## src/rtl/fir_decim_fifo.sv

```systemverilog
// Block-average decimator (sum of DECIM samples >> log2(DECIM)) feeding a small output FIFO.
// Latency: result visible on dout one clk after the edge that accepts the DECIM-th sample.
// Backpressure: dout_ready stalls the FIFO head; a result arriving while full is dropped and flagged sticky.

// Generic synchronous FIFO: in_rdy also admits a push into a full FIFO when a pop happens on the same edge.
// Latency: a pushed word is visible on out_dat in the following cycle.
// Backpressure: out_rdy low holds the head stable; in_rdy low while full with no pop.
module sync_fifo #(
  parameter int W     = 10,
  parameter int DEPTH = 4,
  localparam int AW   = $clog2(DEPTH)
) (
  input  logic          clk,
  input  logic          rst_n,
  input  logic          in_vld,
  output logic          in_rdy,
  input  logic [W-1:0]  in_dat,
  output logic          out_vld,
  input  logic          out_rdy,
  output logic [W-1:0]  out_dat,
  output logic [AW:0]   level
);

  localparam logic [AW:0]   LEVEL_FULL = (AW+1)'(DEPTH);
  localparam logic [AW:0]   LEVEL_ONE  = (AW+1)'(1);
  localparam logic [AW-1:0] PTR_ONE    = AW'(1);

  logic [W-1:0]  mem_q [DEPTH];
  logic [W-1:0]  mem_d [DEPTH];
  logic [AW-1:0] wr_ptr_q, wr_ptr_d;
  logic [AW-1:0] rd_ptr_q, rd_ptr_d;
  logic [AW:0]   level_q, level_d;
  logic          full;
  logic          push_ok;
  logic          pop_ok;

  assign full    = (level_q == LEVEL_FULL);
  assign out_vld = (level_q != '0);
  // Head is forced to zero when empty so stale storage never leaks out.
  assign out_dat = out_vld ? mem_q[rd_ptr_q] : '0;
  assign level   = level_q;
  // A full FIFO can still take a word when the head leaves on the same edge.
  assign in_rdy  = !full || (out_vld && out_rdy);
  assign push_ok = in_vld && in_rdy;
  assign pop_ok  = out_vld && out_rdy;

  // Next-state for storage, pointers (wrapping modulo DEPTH) and occupancy.
  always_comb begin
    mem_d    = mem_q;
    wr_ptr_d = wr_ptr_q;
    rd_ptr_d = rd_ptr_q;
    level_d  = level_q;
    if (push_ok) begin
      mem_d[wr_ptr_q] = in_dat;
      wr_ptr_d        = wr_ptr_q + PTR_ONE;
    end
    if (pop_ok) begin
      rd_ptr_d = rd_ptr_q + PTR_ONE;
    end
    case ({push_ok, pop_ok})
      2'b10:   level_d = level_q + LEVEL_ONE;
      2'b01:   level_d = level_q - LEVEL_ONE;
      default: level_d = level_q;
    endcase
  end

  // FIFO state registers.
  always_ff @(posedge clk or negedge rst_n) begin
    if (!rst_n) begin
      for (int i = 0; i < DEPTH; i++) begin
        mem_q[i] <= '0;
      end
      wr_ptr_q <= '0;
      rd_ptr_q <= '0;
      level_q  <= '0;
    end else begin
      mem_q    <= mem_d;
      wr_ptr_q <= wr_ptr_d;
      rd_ptr_q <= rd_ptr_d;
      level_q  <= level_d;
    end
  end

endmodule

// Decimator top: accumulate DECIM accepted samples, push the truncated average into sync_fifo.
// Latency: 1 clk from the completing sample edge to dout_valid.
// Backpressure: none toward din; results are dropped when the FIFO is full and not popping.
module fir_decim_fifo #(
  parameter int DW           = 10,
  parameter int DECIM        = 4,
  parameter int DEPTH        = 4,
  localparam int LOG2_DECIM  = $clog2(DECIM),
  localparam int AW          = $clog2(DEPTH)
) (
  input  logic          clk,
  input  logic          rst,
  input  logic          en,
  input  logic [DW-1:0] din,
  input  logic          din_valid,
  output logic [DW-1:0] dout,
  output logic          dout_valid,
  input  logic          dout_ready,
  output logic [AW:0]   fifo_level,
  output logic          overflow,
  input  logic          clr_ovf
);

  // DECIM is a power of two in 2..64 and DEPTH a power of two >= 2; the
  // truncating shift and the free-running pointer wrap both depend on that.

  // Wide enough to hold DECIM full-scale samples without wrapping.
  localparam int ACC_W = DW + LOG2_DECIM;
  localparam logic [LOG2_DECIM-1:0] CNT_MAX = LOG2_DECIM'(DECIM - 1);
  localparam logic [LOG2_DECIM-1:0] CNT_ONE = LOG2_DECIM'(1);

  typedef enum logic {
    IDLE  = 1'b0,
    ACCUM = 1'b1
  } state_t;

  state_t                state_q, state_d;
  logic [ACC_W-1:0]      acc_q, acc_d;
  logic [LOG2_DECIM-1:0] cnt_q, cnt_d;
  logic                  ovf_q, ovf_d;

  logic [ACC_W-1:0]      sum;
  logic [DW-1:0]         result;
  logic                  blk_done;
  logic                  take;
  logic                  fifo_in_rdy;
  logic                  drop;

  assign sum    = acc_q + ACC_W'(din);
  assign result = DW'(sum >> LOG2_DECIM);
  assign take   = en && din_valid;

  // FSM and accumulator: en low clears everything (partial block discarded),
  // the DECIM-th accepted sample completes the block and emits a push.
  always_comb begin
    state_d  = state_q;
    acc_d    = acc_q;
    cnt_d    = cnt_q;
    blk_done = 1'b0;
    case (state_q)
      IDLE: begin
        acc_d = '0;
        cnt_d = '0;
        if (en) begin
          state_d = ACCUM;
        end
      end
      ACCUM: begin
        if (!en) begin
          state_d = IDLE;
          acc_d   = '0;
          cnt_d   = '0;
        end
      end
      default: begin
        state_d = IDLE;
        acc_d   = '0;
        cnt_d   = '0;
      end
    endcase
    // Samples count from the very first enabled edge, including the one
    // that moves IDLE to ACCUM (acc_q and cnt_q are already zero there).
    if (take) begin
      if (cnt_q == CNT_MAX) begin
        blk_done = 1'b1;
        acc_d    = '0;
        cnt_d    = '0;
      end else begin
        acc_d = sum;
        cnt_d = cnt_q + CNT_ONE;
      end
    end
  end

  // A completed block that the FIFO cannot take is lost; the flag is sticky
  // and a drop on the same edge as a clear keeps it set.
  assign drop = blk_done && !fifo_in_rdy;

  // Sticky overflow next-state.
  always_comb begin
    ovf_d = ovf_q;
    if (clr_ovf) begin
      ovf_d = 1'b0;
    end
    if (drop) begin
      ovf_d = 1'b1;
    end
  end

  // Decimator state registers.
  always_ff @(posedge clk or negedge rst) begin
    if (!rst) begin
      state_q <= IDLE;
      acc_q   <= '0;
      cnt_q   <= '0;
      ovf_q   <= 1'b0;
    end else begin
      state_q <= state_d;
      acc_q   <= acc_d;
      cnt_q   <= cnt_d;
      ovf_q   <= ovf_d;
    end
  end

  assign overflow = ovf_q;

  sync_fifo #(
    .W     (DW),
    .DEPTH (DEPTH)
  ) u_fifo (
    .clk     (clk),
    .rst_n   (rst),
    .in_vld  (blk_done),
    .in_rdy  (fifo_in_rdy),
    .in_dat  (result),
    .out_vld (dout_valid),
    .out_rdy (dout_ready),
    .out_dat (dout),
    .level   (fifo_level)
  );

endmodule

```

## config.mk

```make
export PLATFORM = sky130hd
export DESIGN_NAME = fir_decim_fifo
export DESIGN_NICKNAME = d
export VERILOG_FILES = /design/src/rtl/fir_decim_fifo.sv
export SDC_FILE = /design/constraint.sdc
export NUM_CORES = 1
export LEC_CHECK = 0
export ABC_AREA = 1
export BUFFER_PORTS_ARGS = -buffer_cell sky130_fd_sc_hd__buf_2
export CAP_MARGIN = 20
export CORE_UTILIZATION = 50
export CTS_CLUSTER_SIZE = 14
export DETAILED_ROUTE_END_ITERATION = 12
export GPL_ROUTABILITY_DRIVEN = 0
export PLACE_DENSITY = 0.69
export SLEW_MARGIN = 20
export SYNTH_ARGS = -nofsm -noshare
export SYNTH_HDL_FRONTEND = slang
export SYNTH_SLANG_ARGS = --single-unit
```

## constraint.sdc

```tcl
create_clock -name clk -period 4.6 [get_ports clk]
set_clock_uncertainty 0.2 [all_clocks]
set_input_delay 0.23 -clock clk [delete_from_list [all_inputs] [get_ports clk]]
set_output_delay 0.23 -clock clk [all_outputs]
set_load 0.005 [all_outputs]
```

# == After elaboration in Yosys (flattened, before gate mapping) ==
# Cells that the tools add are included.
# totals
register_bits,63
output_inout_bits,15
wordCells,60
# classes
add_sub_neg,6
n_lt_le_gt_ge,3
eq_ne,5
n_mux,21
n_bitwise,3
n_reduce_logical,11
# op_table
cell,n
$bwmux 40,1
$mux 10,4
$mux 12,3
$pmux 12 s2,1
$bmux 10 s2,1
$demux 10 s2,1
$add 12x10->12,1
$add 2x1->2 const B,3
$ge 3x3->1 const B,2
$mux 2,3
$not 2->3,2
$pmux 3 s2,1
$logic_and 1x1->1,5
$mux 1,5
$eq 2x2->1 const B,2
$pmux 2 s2,1
$reduce_bool 2->1,2
$add 3x1->3 const B,1
$eq 3x3->1 const B,1
$lt 3x1->1 const B,1
$ne 3x2->1 const B,1
$reduce_bool 3->1,1
$sub 3x1->3 const B,1
$eq 2x1->1 const B,1
other kinds (3),4

# == Longest topological paths before layout ==
# Gate-level depths: netlist of run 1.
# logic_depth
ltp_word,6
depth_mapped,10

# == Modules after synthesis ==
# From an unflattened synthesis of run 1, not the netlist that was laid out.
# unflattened
cells_unflattened,510
hier_area_um2,3851.2
# by_module_without_submodules
module,instances,cells_per_inst,area_per_inst_um2
sync_fifo,1,331,2585.0
fir_decim_fifo,1,179,1266.2

# == Worst setup path after synthesis of run 1 ==
# No wires, ideal clock.
# synth_path
path_kind,reg-to-reg
startpoint,register cnt_q[0]
endpoint,register u_fifo.level_q[2] (netlist: u_fifo.level[2])
setup_time_ns,0.131
arrival_time_ns,1.808
slack_ns,2.461
stages_incl_launch_ff,11
path_buffers,0
path_cell_list,dfrtp_1 ha_1 inv_1 nor2_4 nand2_8 ha_1 inv_1 fa_1 a21oi_1 o21ai_0 xor2_1
# synth_between
elab_chain_cells,6
# synth_lines
item,line,text
"start, declared",124,"logic [LOG2_DECIM-1:0] cnt_q, cnt_d;"
"start signal, assigned",205,cnt_q <= cnt_d;
$eq 2x2->1 (*),169,if (cnt_q == CNT_MAX) begin
$mux 1 (*),169,
$mux 1 (*),168,if (take) begin
$logic_and 1x1->1 (*),44,assign push_ok = in_vld && in_rdy;
$eq 2x1->1 or $eq 2x2->1 (tied branches),60,"case ({push_ok, pop_ok})"
$pmux 3 s2 or $reduce_bool 2->1 (tied branches),n/a,
"end signal, assigned",80,level_q <= level_d;
"end, declared",32,"logic [AW:0] level_q, level_d;"
# Mark *: on every way between the ends. The rest lies on a longest branch, timed or not.
# A chain may end at the register's enable or synchronous reset.

# == Worst setup path in the final report of run 1 ==
# layout_path
startpoint,register u_fifo.rd_ptr_q[0]
endpoint,output dout[1]
# layout_between
elab_chain_cells,5
# layout_lines
item,line,text
"start, declared",31,"logic [AW-1:0] rd_ptr_q, rd_ptr_d;"
"start signal, assigned",79,rd_ptr_q <= rd_ptr_d;
$not 2->3 (not written as such),40,assign out_dat = out_vld ? mem_q[rd_ptr_q] : '0;
$bmux 10 s2,40,
$mux 10 (not written as such) (2 in series),40,
$mux 10,40,
"end, declared",101,"output logic [DW-1:0] dout,"
# Every way passes these cells. The select of a mux whose other input is x is not followed.

==> reports/metrics.cfg, run 1 <==
[outcome]
status=completed

[clocking]
ctsResizeCount=0
cts_sinks=63
insertion_delay_ns=0.33
cts_tree=built
cts_buffers=9
ctsLongestPathBuffers=2
cts.reportedPaths.clkPinSlew_ns=0.06
cts_max_level=3
cts_root_buffer=clkbuf_8

[worst_setup_path]
rrSetupSlack_ns=2.23
worstSetupStartpointType=register
cp_max_fo=23
cp_common_cell=a21oi_1
rr_startpoint=u_fifo.level[2]
rr_endpoint=u_fifo.level[2]
critPathKind=register to primary output
crit_path_cell_trace=inv_1 -> a21oi_1 -> o21ai_0 -> a21oi_1 -> buf_2
endpoint_kind=primary output
rr_worst_depth=10
worstPathArrival_ns=2.28
cp.required_ns=4.17
slowest_stage=dfrtp_1
cpPeakStageDelay_ns=0.86

[layout]
fin_area_um2=3950
nNetsFinal=519
drive_gt1_share_pct=11.9
final_cells=584
final_core_util_pct=57.8
n_antenna_cell=0
area_growth_pct=11.4

[synthesis]
synthXorXnorAreaFrac_pct=1.98
netlist_instances=452
synth_fa_ha_area_share_pct=6.77
ys_seq_area_share_pct=44.5
synth_cell_types=33
ys_seq_elements=63
yosysTopAreaCell=dfrtp_1
synth.area.mux_share_pct=0
synth_compound_area_share_pct=9.84
synth_area_um2=3550
yosys.area_share.simple_pct=29.6
synth_top_family_by_area=simple AND/OR/NAND/NOR gates
syn-num-nets=486
ys_top_cells_by_area=dfrtp_1, nand2_1, ha_1
ys.warnings.count=0
synth_top_area_share_pct=44.5
synth.avg_cell_area_um2=7.84

[sta]
fin_crit_ns=2.71
rsz0062_at_grt=no
setup_tns_ns=0
fmax_mhz=368
report.final.hold_viol_count=0
drv_slew=0
fin_crit_sh_pct=59.0
max-slew-margin-rel_pct=46.8
setup_violations=0
worst_pin_slew_ns=0.797

[floorplanning]
die_height_um=86.2
ios=31
fp.dieW_um=86.2
die-area_um2=7430
core_area_um2=6830
rows=30
start_util_pct=51.9

[grt]
grt_pass1_vias=2847
grt_most_used_layer=met2
met1_usage_pct=34.4
grt_pass1_wl_mm=13.7
grt.met2_usage_pct=38.3
antenna_found_initial=0
grt_overflow=0
grt_max_degree=64
track_usage_pct=24.2
grt_use_met3_pct=3.62

[routing]
detail-route-antenna-nets=0
wl_mm=8.11
post_drt_wl_per_cell_um=13.9
vias=2963
vias_per_cell=5.07
route.detailed.drc=0
drt_iter0_drc=213
dr.pass1.iters=4

[power]
vdd_ir_drop_max_v=0.000274
p_per_area_nw_per_um2=502
p_leak_nw=2.13
p_total_mw=1.98

[flow_run]
maxCapViolCount=0

[placed_design]
dp_hpwl_mm=5.67
portBuffers=30
post-place-cells=566
dpl-instance-area_um2=3750

[hold_path]
hold_path_depth=3
min_from=din[0]
min_to=acc_q[0]
hold_class=primary input to register

## worst max-delay path, delay by kind of cell (launching register included)
| kind | cells | cell delay [ns] |
|---|---|---|
| flip-flops | 1 | 0.86 |
| AO/OA/AOI/OAI | 3 | 0.48 |
| buffers and inverters | 2 | 0.61 |
## worst max path at each step
stage	cells past startpoint	slack, ns	from	to
finish	5	1.89	u_fifo.rd_ptr_q[0]	dout[1]
global route	5	1.64	u_fifo.rd_ptr_q[0]	dout[1]
CTS	5	1.88	u_fifo.rd_ptr_q[0]	dout[1]
detailed placement	10	2.26	u_fifo.level[2]	u_fifo.level[2]
global placement	10	2.32	u_fifo.level[0]	u_fifo.level[2]
floorplan	10	2.46	cnt_q[0]	u_fifo.level[2]
## report_power, final
part           internal, mW  leakage, nW  switching [mW]
Combinational         0.291         1.23           0.449
Sequential            0.698        0.811           0.127
Clock                 0.219       0.0854           0.198
Total                  1.21         2.13           0.775
## registers in the layout, indices dropped and copies added, names as in the netlist
signal	count
acc_q	12
cnt_q	2
overflow	1
state_q	1
u_fifo.level	3
u_fifo.mem_q	40
u_fifo.rd_ptr_q	2
u_fifo.wr_ptr_q	2
## synthesized netlist by cell type (all sizes together)
| master | number |
|---|---|
| a21oi | 20 |
| fa | 2 |
| inv | 48 |
| xor2 | 6 |
| clkbuf | 5 |
| o21ai | 38 |
| nand2 | 136 |
| nand3 | 40 |
| buf | 8 |
| o32ai | 1 |
| o22ai | 1 |
| a21boi | 1 |
| or2 | 2 |
| xnor2 | 2 |
| a32o | 1 |
| dfrtp | 63 |
| nor2 | 53 |
| nand4 | 4 |
| nand3b | 2 |
| a22o | 3 |
| ha | 16 |
## metal layers
layer	vias up	wire length [µm]	part of all wire [%]
met4	0	86	1.1
met5	-	0	0
met1	1382	3860	48
met3	9	366	4.5
met2	58	3800	47
li1	1514	-	-
## logic make-up after synthesis
logic type | Yosys count
buf+inv | 61
fa+ha+maj | 18
xor+xnor | 8
flops | 63
simple gates | 237
compound gates | 65
## area by class of cell
cell class,instances,area [µm²]
fill,675,2880
multi-input combinational,328,1710
sequential,63,1580
timing repair buffer,35,198
inverter,48,185
clock buffer,13,159
tap,96,120
clock inverter,1,5.00
## through the flow
step,hold WS (ns),setup WS [ns]
CTS,0.0598,1.88
detailed placement,0.195,2.26
global route,0.0760,1.64
floorplan,-0.266,2.46
global placement,0.190,2.32
finish,0.0678,1.89
## repair_timing
item,CTS,global route
buffers inserted,0,0
hold buffers,4,0
hold endpoints to repair,66,0
## placed cells by master (no fill, tap or decap), drive strengths merged, types with 2 or more instances in the layout
master       instances
nand2              136
dfrtp               63
nor2                53
inv                 48
nand3               40
o21ai               38
buf                 31
a21oi               20
ha                  16
clkbuf              13
xor2                 6
nand4                4
dlygate4sd3          4
a22o                 3
xnor2                2
nand3b               2
fa                   2
or2                  2
Note: power is estimated with default switching activity, not from simulation.
==> inputs of run 2 (changes only) <==
- ABC_AREA: 1 -> 0
- clock period: 4.6 -> 2.8 ns (I/O delays scaled with it)
==> reports/metrics.cfg, run 2 <==
[grt]
grt_max_degree=34  ; -47%
antenna_found_initial=0  ; unchanged
grt_pass1_vias=2344  ; -18%
grt_overflow=0  ; unchanged
track_usage_pct=21.8  ; -2.4 points
grt_pass1_wl_mm=11.7  ; -15%

[clocking]
cts_tree=built
cts.reportedPaths.clkPinSlew_ns=0.07  ; about the same
postCtsSetupRepairBufs=0  ; unchanged
cts_buffers=9  ; unchanged
cts_root_buffer=clkbuf_8
ctsLongestPathBuffers=2  ; unchanged
cts_max_level=3  ; unchanged
cts_sinks=63  ; unchanged
insertion_delay_ns=0.35  ; +0.02 ns

[synthesis]
ys_seq_area_share_pct=46.4  ; +1.9 points
ys.warnings.count=0  ; unchanged
yosysMostFrequentCell=dfrtp_1
synth_common_cells=dfrtp_1, nand2_1, mux2_2
synth-main-ff-cell=dfrtp_1
synth_edf_count=0  ; unchanged
synth.avg_cell_area_um2=11.6  ; +48%
synth_top_area_share_pct=46.4  ; +1.9 points
synth_area_um2=3400  ; -4.2%
syn-num-nets=326  ; -33%
async_flop_share_pct=100  ; unchanged
ys_seq_elements=63  ; unchanged
synth_cell_types=46  ; +39%
ys_top_cells_by_area=dfrtp_1, mux2_2, mux4_2
netlist_instances=292  ; -35%
yosysTopAreaCell=dfrtp_1

[layout]
drive_gt1_share_pct=28.1  ; +16 points
fill_cells=552  ; -18%
regArea_um2=1580  ; unchanged
final_common_cell=dfrtp_1
regMostFlops=u_fifo.mem_q
nNetsFinal=366  ; -29%
multi_input_area_um2=1720  ; +0.66%
layout_common_cells=dfrtp_1, nand2_1, buf_2, mux2_2, o21ai_0
final_core_util_pct=60.3  ; +2.4 points
area_growth_pct=14.6
largest_register_ffs=40  ; unchanged
n_antenna_cell=0  ; unchanged

[sta]
fin_crit_ns=2.58
drv_slew=0  ; unchanged
worst_pin_slew_ns=0.767  ; -0.0306 ns
max-slew-margin-rel_pct=48.9  ; +2.0 points
setup_tns_ns=0  ; unchanged
fmax_mhz=387
fin_crit_sh_pct=92.3
setup_violations=0  ; unchanged
rsz0062_at_grt=no
report.final.hold_viol_count=0  ; unchanged

[power]
p_per_area_nw_per_um2=647  ; +29%
vdd_ir_drop_max_v=0.000543  ; +98%
p_leak_nw=1.91  ; -10%

[flow_run]
maxCapViolCount=0  ; unchanged

[routing]
route.detailed.drc=1  ; +1
post_drt_wl_per_cell_um=17.0  ; +22%
vias=2390  ; -19%
dr.pass1.iters=10  ; +6
detail-route-antenna-nets=0  ; unchanged
wl_mm=6.99  ; -14%
vias_per_cell=5.82  ; +15%
drt_iter0_drc=165  ; -23%

[floorplanning]
die_height_um=84.4  ; -2.1%
die-area_um2=7130  ; -4.1%
ios=31  ; unchanged
start_util_pct=52.6  ; +0.69 points
core_area_um2=6460  ; -5.5%
fp.dieW_um=84.4  ; -2.1%
rows=29  ; -3.3%

[worst_setup_path]
cp_max_fo=13  ; -43%
endpoint_kind=register
worstPathArrival_ns=2.61  ; +0.33 ns
cp.required_ns=2.82  ; -1.35 ns
critPathKind=register to register
worstSetupStartpointType=register

[placed_design]
dp_hpwl_mm=5.00  ; -12%
portBuffers=30  ; unchanged

[outcome]
status=finished with violations
violations=DRC

[hold_path]
hold_class=primary input to register

## run 2: area by class of cell
type,count,share of cell area [%]
multi-input combinational,204,44.2
sequential,63,40.5
tap,77,2.48
clock inverter,1,0.771
clock buffer,12,3.99
inverter,12,1.16
timing repair buffer,42,6.94
## run 2: critical path: stages (launching register included)
cell,delay [ns]
dfrtp_1,0.43
nor4b_1,0.58
nor3b_1,0.18
buf_4,0.22
nand2_1,0.45
mux2_2,0.40
## run 2: worst paths after layout
check	slack [ns]	depth (start not counted)	endpoint	startpoint
setup / recovery	0.22	5	u_fifo.mem_q[5]	u_fifo.level[0]
hold / removal	0.06	4	acc_q[1]	din[1]
setup reg to reg	0.22	5	u_fifo.mem_q[5]	u_fifo.level[0]
hold reg to reg	0.28	2	u_fifo.mem_q[20]	u_fifo.mem_q[20]
max in group asynchronous	1.56	3	u_fifo.level[2]	rst
min in group asynchronous	0.21	2	acc_q[7]	rst
## run 2: metrics by stage
step                      area (µm²)  worst slack, ns  total power, mW  cells  hold WS, ns
after floorplan                 3400            0.453             1.55    292       -0.356
after global placement          3640            0.156             1.74    391       0.0470
after detailed placement        3640            0.184             1.76    391       0.0439
after CTS                       3890            0.139             2.55    411       0.0433
after global routing            3890         0.000443             2.66    411       0.0944
final                           3890            0.216             2.52    411       0.0569
## run 2: logic make-up (layout without fill, tap and decap cells)
kind of cell | Yosys count | in the layout | synth area share, %
simple gates | 70 | 70 | 10.3
buf+inv | 25 | 67 | 2.98
flops | 63 | 63 | 46.4
compound gates | 64 | 64 | 13.6
mux | 40 | 40 | 16.5
xor+xnor | 12 | 12 | 3.09
fa+ha+maj | 18 | 18 | 7.07
## run 2: power by group
part | leakage [nW] | switching (mW) | total (mW) | internal, mW
registers | 0.847 | 0.115 | 1.12 | 1.00
clock network | 0.0944 | 0.331 | 0.776 | 0.445
logic | 0.964 | 0.319 | 0.625 | 0.306
## run 2: metal layers
layer	track usage (%)	wire length (µm)	vias up
met3	5.21	266	9
met2	33.9	3310	52
met1	29.7	3310	1182
met5	0	0	-
li1	-	-	1147
met4	8.94	100	0
## run 2: what timing repair did
| action | in CTS | in global routing |
|---|---|---|
| hold buffers | 7 | 0 |
| resized for setup | 0 | 0 |
| endpoints found under the hold margin | 37 | 0 |
